## config.mk

```make
export PLATFORM = sky130hd
export DESIGN_NAME = next_piece_positions
export DESIGN_NICKNAME = d
export VERILOG_FILES = /design/src/rtl/next_piece_positions.sv
export SDC_FILE = /design/constraint.sdc
export NUM_CORES = 1
export LEC_CHECK = 0
export CORE_MARGIN = 2
export CORE_UTILIZATION = 29
export CTS_BUF_LIST = sky130_fd_sc_hd__clkbuf_4 sky130_fd_sc_hd__clkbuf_8
export DETAILED_ROUTE_END_ITERATION = 8
export PLACE_DENSITY_LB_ADDON = 0.3
export SYNTH_ARGS = -nofsm -noshare
export SYNTH_HDL_FRONTEND = slang
export SYNTH_SLANG_ARGS = --single-unit
```

## constraint.sdc

```tcl
create_clock -name clk -period 6.7 [get_ports clk]
set_input_delay 1.005 -clock clk [delete_from_list [all_inputs] [get_ports clk]]
set_output_delay 1.005 -clock clk [all_outputs]
set_load 0.05 [all_outputs]
```

## src/rtl/next_piece_positions.sv

```systemverilog
// Streams pseudo-legal target squares for KING/QUEEN/ROOK/BISHOP/KNIGHT, one candidate per clock.
// Optional debug ports (state/dir/dist mirrors) appear when NEXTPOS_DEBUG_EN is defined.
package next_piece_positions_pkg;
  typedef enum logic {WHITE = 1'b0, BLACK = 1'b1} color_t;
  typedef enum logic [2:0] {
    EMPTY = 3'd0, PAWN = 3'd1, KNIGHT = 3'd2, BISHOP = 3'd3,
    ROOK = 3'd4, QUEEN = 3'd5, KING = 3'd6
  } piece_t;
  typedef struct packed {
    color_t color;
    piece_t piece;
  } fullpiece_t;
endpackage

module next_piece_positions
  import next_piece_positions_pkg::*;
#(
  parameter int MAX_RAY_LEN = 7,
  parameter int DIR_W       = 3
) (
  input  logic              clk,
  input  logic              rst_n,
  input  fullpiece_t [63:0] board,
  input  logic              req,
  input  logic [5:0]        from_sq,
  input  piece_t            piece,
  input  color_t            color,
  output logic              ack,
  output logic              valid,
  output logic [5:0]        position,
  output logic              capture
`ifdef NEXTPOS_DEBUG_EN
  ,
  output logic [1:0]        out_state,
  output logic [DIR_W-1:0]  out_dir,
  output logic [2:0]        out_dist
`endif
);

  typedef enum logic [1:0] {S_IDLE = 2'd0, S_SCAN = 2'd1, S_DONE = 2'd2} state_t;

  localparam logic [2:0] MAX_DIST = 3'(MAX_RAY_LEN);

  state_t           state_q, state_d;
  logic [DIR_W-1:0] dir_q, dir_d;
  logic [2:0]       dist_q, dist_d;
  logic [5:0]       from_q, from_d;
  piece_t           piece_q, piece_d;
  color_t           color_q, color_d;
  logic             ack_q, ack_d;
  logic             valid_q, valid_d;
  logic [5:0]       pos_q, pos_d;
  logic             cap_q, cap_d;

  logic signed [5:0] df, dr;
  logic signed [5:0] cf, cr, nf, nr;
  logic [5:0]        dist_ext, dist_nxt;
  logic              on_board, next_on_board;
  logic [5:0]        cand_sq;
  fullpiece_t        occupant;
  logic              applicable, slider, ray_end;

  // Per-direction (file,rank) step; knights use their own 8-entry table.
  always_comb begin
    df = 6'sd0;
    dr = 6'sd0;
    if (piece_q == KNIGHT) begin
      case (dir_q)
        3'd0: begin df =  6'sd1; dr =  6'sd2; end
        3'd1: begin df =  6'sd2; dr =  6'sd1; end
        3'd2: begin df =  6'sd2; dr = -6'sd1; end
        3'd3: begin df =  6'sd1; dr = -6'sd2; end
        3'd4: begin df = -6'sd1; dr = -6'sd2; end
        3'd5: begin df = -6'sd2; dr = -6'sd1; end
        3'd6: begin df = -6'sd2; dr =  6'sd1; end
        default: begin df = -6'sd1; dr = 6'sd2; end
      endcase
    end else begin
      case (dir_q)
        3'd0: begin df =  6'sd0; dr =  6'sd1; end
        3'd1: begin df =  6'sd1; dr =  6'sd1; end
        3'd2: begin df =  6'sd1; dr =  6'sd0; end
        3'd3: begin df =  6'sd1; dr = -6'sd1; end
        3'd4: begin df =  6'sd0; dr = -6'sd1; end
        3'd5: begin df = -6'sd1; dr = -6'sd1; end
        3'd6: begin df = -6'sd1; dr =  6'sd0; end
        default: begin df = -6'sd1; dr = 6'sd1; end
      endcase
    end
  end

  // Signed coordinates make off-board detection a simple high-bit test (no file wrap).
  assign dist_ext      = {3'd0, dist_q};
  assign dist_nxt      = dist_ext + 6'd1;
  assign cf            = $signed({3'd0, from_q[2:0]}) + $signed(dist_ext) * df;
  assign cr            = $signed({3'd0, from_q[5:3]}) + $signed(dist_ext) * dr;
  assign nf            = $signed({3'd0, from_q[2:0]}) + $signed(dist_nxt) * df;
  assign nr            = $signed({3'd0, from_q[5:3]}) + $signed(dist_nxt) * dr;
  assign on_board      = (cf[5:3] == 3'd0) && (cr[5:3] == 3'd0);
  assign next_on_board = (nf[5:3] == 3'd0) && (nr[5:3] == 3'd0);
  assign cand_sq       = {cr[2:0], cf[2:0]};
  assign occupant      = board[cand_sq];

  always_comb begin
    applicable = 1'b0;
    slider     = 1'b0;
    case (piece_q)
      KING, KNIGHT: applicable = 1'b1;
      QUEEN:  begin applicable = 1'b1;       slider = 1'b1; end
      ROOK:   begin applicable = ~dir_q[0];  slider = 1'b1; end
      BISHOP: begin applicable = dir_q[0];   slider = 1'b1; end
      default: applicable = 1'b0;
    endcase
  end

  always_comb begin
    state_d = state_q;
    dir_d   = dir_q;
    dist_d  = dist_q;
    from_d  = from_q;
    piece_d = piece_q;
    color_d = color_q;
    ack_d   = 1'b0;
    valid_d = 1'b0;
    pos_d   = 6'd0;
    cap_d   = 1'b0;
    ray_end = 1'b1;
    case (state_q)
      S_IDLE: begin
        if (req) begin
          from_d  = from_sq;
          piece_d = piece;
          color_d = color;
          dir_d   = '0;
          dist_d  = 3'd1;
          state_d = S_SCAN;
        end
      end
      S_SCAN: begin
        if (!req) begin
          state_d = S_IDLE;
          dir_d   = '0;
          dist_d  = 3'd1;
        end else begin
          if (applicable && on_board) begin
            pos_d = cand_sq;
            if (occupant.piece == EMPTY) begin
              valid_d = 1'b1;
              if (slider && (dist_q < MAX_DIST) && next_on_board)
                ray_end = 1'b0;
            end else if (occupant.color != color_q) begin
              valid_d = 1'b1;
              cap_d   = 1'b1;
            end
          end
          if (!ray_end) begin
            dist_d = dist_q + 3'd1;
          end else begin
            dist_d = 3'd1;
            if (dir_q == '1) begin
              state_d = S_DONE;
              ack_d   = 1'b1;
            end else begin
              dir_d = dir_q + 1'b1;
            end
          end
        end
      end
      S_DONE: begin
        if (req) ack_d = 1'b1;
        else     state_d = S_IDLE;
      end
      default: state_d = S_IDLE;
    endcase
  end

  always_ff @(posedge clk or negedge rst_n) begin
    if (!rst_n) begin
      state_q <= S_IDLE;
      dir_q   <= '0;
      dist_q  <= 3'd1;
      from_q  <= 6'd0;
      piece_q <= EMPTY;
      color_q <= WHITE;
      ack_q   <= 1'b0;
      valid_q <= 1'b0;
      pos_q   <= 6'd0;
      cap_q   <= 1'b0;
    end else begin
      state_q <= state_d;
      dir_q   <= dir_d;
      dist_q  <= dist_d;
      from_q  <= from_d;
      piece_q <= piece_d;
      color_q <= color_d;
      ack_q   <= ack_d;
      valid_q <= valid_d;
      pos_q   <= pos_d;
      cap_q   <= cap_d;
    end
  end

  assign ack      = ack_q;
  assign valid    = valid_q;
  assign position = pos_q;
  assign capture  = cap_q;

`ifdef NEXTPOS_DEBUG_EN
  assign out_state = state_q;
  assign out_dir   = dir_q;
  assign out_dist  = dist_q;
`endif

endmodule

```

==> results_tabular.tex <==
\begin{tabular}{lr}
\hline
Metric & Value \\
\hline
\multicolumn{2}{l}{\textbf{Critical path}} \\
Worst Setup Path Type & flip-flop to flip-flop \\
Path depth of the worst reg2reg path & 19 \\
Crit end category & flip-flop \\
Reg2Reg Launch Point & dir\_q[0] \\
Worst path arrival time & 6.32 ns \\
Req. time, crit path & approximately 6.9 ns \\
Maximum net fanout on the critical path & 24 \\
Endpoint of the lowest-slack register-to-register path & dir\_q[2] \\
Critical path startpoint category & flip-flop \\
Critical path launch point & dir\_q[0] \\
Worst reg-to-reg setup slack & 0.54 ns \\
\multicolumn{2}{l}{\textbf{Timing}} \\
Max Transition Viols Final & 0 \\
Slew HR & 0.4278 \\
Sum Neg Setup Slack & 0 ns \\
Period minus WS final & 6.156 ns \\
PnR worst setup slack & 0.5442 ns \\
Worst setup skew after layout & a little under 0.006 ns \\
Number of setup violations in the final report & 0 \\
RSZ-0062 raised after global routing & false \\
Final Hold Fails & 0 \\
Tightest Pin Transition & 0.8583 ns \\
Final Cycle Share & 0.9188 \\
Fmax & 162.4 MHz \\
\multicolumn{2}{l}{\textbf{Logic synthesis}} \\
Number of synthesized register bits & 27 \\
Fraction of the mapped netlist area in compound gates & 0.1470 \\
Portion of netlist area occupied by mux cells & 0.1756 \\
Combinational family with the most area after synthesis & simple AND/OR/NAND/NOR gates \\
Portion of the post-synthesis area used by sequential elements & 0.1381 \\
Post-synthesis share of cell area spent on and, or, nand and nor gates & 0.2195 \\
Number of enable-type register cells in the synthesized netlist & 0 \\
Mean cell area of the mapped netlist & $\sim$9 µm² \\
Yosys warnings & 0 \\
Predominant post-synthesis flop cell & sky130\_fd\_sc\_hd\_\_dfrtp\_1 \\
Area share of fa/ha/maj cells after synthesis & 0.2169 \\
Share of the synthesized netlist area taken by xor and xnor gates & 0.04364 \\
Netlist area before placement & 4902 µm² \\
Synthesized instance count & $\sim$530 \\
Count of unique library cells instantiated by Yosys & 73 \\
Ys async rst share & 1.000 \\
Number of nets produced by synthesis & approximately 870 \\
\multicolumn{2}{l}{\textbf{Floorplan}} \\
Horizontal die dimension & between 100 and 150 µm \\
Row Count & 47 \\
Area of the core region & between 15000 and 20000 µm² \\
Area enclosed by the die boundary & about 18000 µm² \\
Top-level port count & between 200 and 300 \\
Height of the die & around 130 µm \\
Initial cell density of the core & 0.2967 \\
\multicolumn{2}{l}{\textbf{Clock network}} \\
CTS Buffer Depth & 2 \\
Root buf cell & sky130\_fd\_sc\_hd\_\_clkbuf\_8 \\
Clock sinks & 27 \\
Clock-pin slew on the worst setup and hold paths & 0.11 ns \\
Post\_cts resized & 0 \\
H-Tree Depth & 1 \\
Later-pin clock latency in the skew report & 0.29 ns \\
Buffers inserted by post-CTS timing repair & 0 \\
Number of buffers inserted for hold repair after clock tree synthesis & 0 \\
CTS tree & built \\
Total clock buffers created by CTS & 3 \\
\multicolumn{2}{l}{\textbf{Min path}} \\
Class of the tightest hold or removal check & flip-flop to flip-flop \\
Count of cells along the worst hold path & 1 \\
Launch instance of the worst min-delay path & from\_q[4] \\
Hold endpoint & from\_q[4] \\
\multicolumn{2}{l}{\textbf{Run status}} \\
Status & finished clean \\
\multicolumn{2}{l}{\textbf{Drt}} \\
Post-DR vias/cell & $\sim$5.1 \\
Average wire per standard cell & around 19 µm \\
DRC violations left & 0 \\
DR vias & approximately 5100 \\
Pre-antenna DRT Iters & 5 \\
DRT iter0 DRCs & 268 \\
Post-route ant nets & 0 \\
Overall routed net length & 19.00 mm \\
\multicolumn{2}{l}{\textbf{Global routing}} \\
Congestion Overflow GR & 0 \\
Antenna violations before repair & 0 \\
Via count of the first global-routing pass & roughly 5500 \\
Largest net degree at the start of global routing & 45 \\
Overall Global Routing Usage & 0.2110 \\
Wire length of the first global-routing pass & slightly below 30 mm \\
\multicolumn{2}{l}{\textbf{Power}} \\
Internal portion of total power & $\sim$2.0 mW \\
Net Sw Frac & 0.5155 \\
Share of power burned in combinational logic & 0.909 \\
NetSw & $\sim$2.1 mW \\
Total design power & between 4 and 5 mW \\
Flop pwr share & 0.067 \\
Leakage power total & about 3.2 nW \\
Relative contribution of the clock network to total power & 0.025 \\
P per Cell Area & roughly 530 nW/µm² \\
Max VDD drop & between 0.4 and 0.5 mV \\
\multicolumn{2}{l}{\textbf{Placement}} \\
\# port buffers & between 200 and 300 \\
DP Wirelength & $\sim$17 mm \\
Final RePlAce weighted congestion & about 0.9 \\
Setup WS pre-CTS & roughly 0.6 ns \\
\multicolumn{2}{l}{\textbf{Layout}} \\
Area overhead of the layout relative to synthesis & 61.38\% \\
Net count reported at finish & $\sim$1100 \\
Diode count & 0 \\
Fraction of layout instances using a drive strength above 1 & 0.09114 \\
Share of the core filled with cells & 0.4788 \\
\multicolumn{2}{l}{\textbf{Run}} \\
Count of maximum capacitance violations & 0 \\
\hline
\end{tabular}
[power groups by stage]
stage | sequential [mW] | clock [mW] | combinational (mW)
after floorplan | 0.288 | 0 | 2.85
after global placement | 0.278 | 0 | 3.74
after detailed placement | 0.282 | 0 | 3.78
after CTS | 0.279 | 0.105 | 3.79
after global routing | 0.286 | 0.109 | 4.14
final | 0.277 | 0.103 | 3.78
[worst max path at each step]
stage,end,depth (start not counted)
2_1_floorplan,dir_q[1],21
3_3_place_gp,dir_q[1],19
3_5_place_dp,dir_q[2],19
4_1_cts,dir_q[2],20
5_1_grt,dir_q[2],20
6_report,dir_q[2],19
[synth_stat cells, types with 3 or more instances]
cell type	number	area share
sky130_fd_sc_hd__ha_1	53	0.14
sky130_fd_sc_hd__inv_1	44	0.034
sky130_fd_sc_hd__nor2_1	40	0.031
sky130_fd_sc_hd__mux4_2	31	0.14
sky130_fd_sc_hd__nor3_1	27	0.028
sky130_fd_sc_hd__dfrtp_1	26	0.13
sky130_fd_sc_hd__nand2_1	24	0.018
sky130_fd_sc_hd__fa_1	20	0.082
sky130_fd_sc_hd__a21oi_1	19	0.019
sky130_fd_sc_hd__nor4_1	18	0.023
sky130_fd_sc_hd__xnor2_1	17	0.030
sky130_fd_sc_hd__and2_1	16	0.020
sky130_fd_sc_hd__o21ai_0	14	0.014
sky130_fd_sc_hd__clkbuf_1	13	0.010
sky130_fd_sc_hd__nor2b_1	12	0.015
sky130_fd_sc_hd__nand2b_1	11	0.014
sky130_fd_sc_hd__mux2_2	10	0.023
sky130_fd_sc_hd__nand3_1	8	0.0082
sky130_fd_sc_hd__buf_2	7	0.0071
sky130_fd_sc_hd__a211oi_1	6	0.0092
sky130_fd_sc_hd__nor3b_1	6	0.0092
sky130_fd_sc_hd__nor4b_1	6	0.011
sky130_fd_sc_hd__o22ai_1	6	0.0077
sky130_fd_sc_hd__a21o_1	5	0.0077
sky130_fd_sc_hd__mux2i_1	5	0.010
sky130_fd_sc_hd__or2_2	5	0.0064
sky130_fd_sc_hd__nand4_1	4	0.0051
sky130_fd_sc_hd__o311ai_0	4	0.0071
sky130_fd_sc_hd__a211o_1	3	0.0054
sky130_fd_sc_hd__a31o_2	3	0.0054
sky130_fd_sc_hd__a31oi_1	3	0.0038
sky130_fd_sc_hd__and3_1	3	0.0038
sky130_fd_sc_hd__buf_6	3	0.0069
sky130_fd_sc_hd__o211ai_1	3	0.0046
sky130_fd_sc_hd__o21bai_1	3	0.0046
sky130_fd_sc_hd__o32ai_1	3	0.0054
sky130_fd_sc_hd__xor2_1	3	0.0054
[per-stage QoR]
stage          hold WS (ns)  instance area (µm²)  instances
4_1_cts              0.5557                 7911       1010
3_5_place_dp         0.5245                 7863       1006
2_1_floorplan        0.4946                 4902        529
3_3_place_gp         0.5177                 7863       1006
5_1_grt              0.5754                 7911       1010
6_report             0.5602                 7911       1010
[area by class of cell]
class / count / area (µm²)
multi-input cells: 434 / 3943
repair buffers: 281 / 2803
well taps: 220 / 275.3
flip-flops and latches: 27 / 676.9
inverters: 44 / 165.2
clock buffers: 3 / 41.29
clock inverters: 1 / 7.507
fillers: 1575 / 8613
[logic make-up (layout without fill, tap and decap cells)]
group,Yosys count,in the layout
simple gates,196,196
compound gates,97,97
fa+ha+maj,73,73
buf+inv,68,329
mux,46,46
flops,27,27
xor+xnor,22,22
[critical path: stages, from the launching register on]
cell and delay, ns:
sky130_fd_sc_hd__dfrtp_1 0.44, sky130_fd_sc_hd__inv_1 0.18, sky130_fd_sc_hd__ha_1 0.38, sky130_fd_sc_hd__nor2_1 0.09, sky130_fd_sc_hd__a32oi_1 0.25, sky130_fd_sc_hd__o21ai_0 0.27
sky130_fd_sc_hd__and2_1 0.24, sky130_fd_sc_hd__ha_1 0.29, sky130_fd_sc_hd__ha_1 0.30, sky130_fd_sc_hd__fa_1 0.51, sky130_fd_sc_hd__inv_1 0.06, sky130_fd_sc_hd__fa_2 0.85
sky130_fd_sc_hd__buf_4 0.36, sky130_fd_sc_hd__mux4_2 0.33, sky130_fd_sc_hd__o22ai_1 0.17, sky130_fd_sc_hd__o21ai_0 0.15, sky130_fd_sc_hd__a31o_2 0.28, sky130_fd_sc_hd__a2111oi_4 0.54
sky130_fd_sc_hd__and2_4 0.27, sky130_fd_sc_hd__o32ai_1 0.08
[flip-flops by register name, indices dropped and copies added, names as in the netlist]
name,cells
dist_q,3
piece_q,3
ack,1
valid,1
color_q,1
state_q,2
position,6
from_q,6
dir_q,3
capture,1
[cells in the final DEF (no fill, tap or decap), types with 18 or more instances in the layout]
cell type,count
sky130_fd_sc_hd__a21oi_1,19
sky130_fd_sc_hd__clkdlybuf4s50_1,277
sky130_fd_sc_hd__dfrtp_1,26
sky130_fd_sc_hd__fa_1,19
sky130_fd_sc_hd__ha_1,51
sky130_fd_sc_hd__inv_1,44
sky130_fd_sc_hd__mux4_2,31
sky130_fd_sc_hd__nand2_1,24
sky130_fd_sc_hd__nor2_1,40
sky130_fd_sc_hd__nor3_1,27
sky130_fd_sc_hd__nor4_1,18
[routing by layer]
| layer | global-route usage | routed length, µm |
|---|---|---|
| met1 | 0.2867 | 8426 |
| met2 | 0.3624 | 9349 |
| met3 | 0.02797 | 890 |
| met4 | 0.04035 | 331 |
| met5 | 0 | 0 |
(Power assumes the default switching activity.)
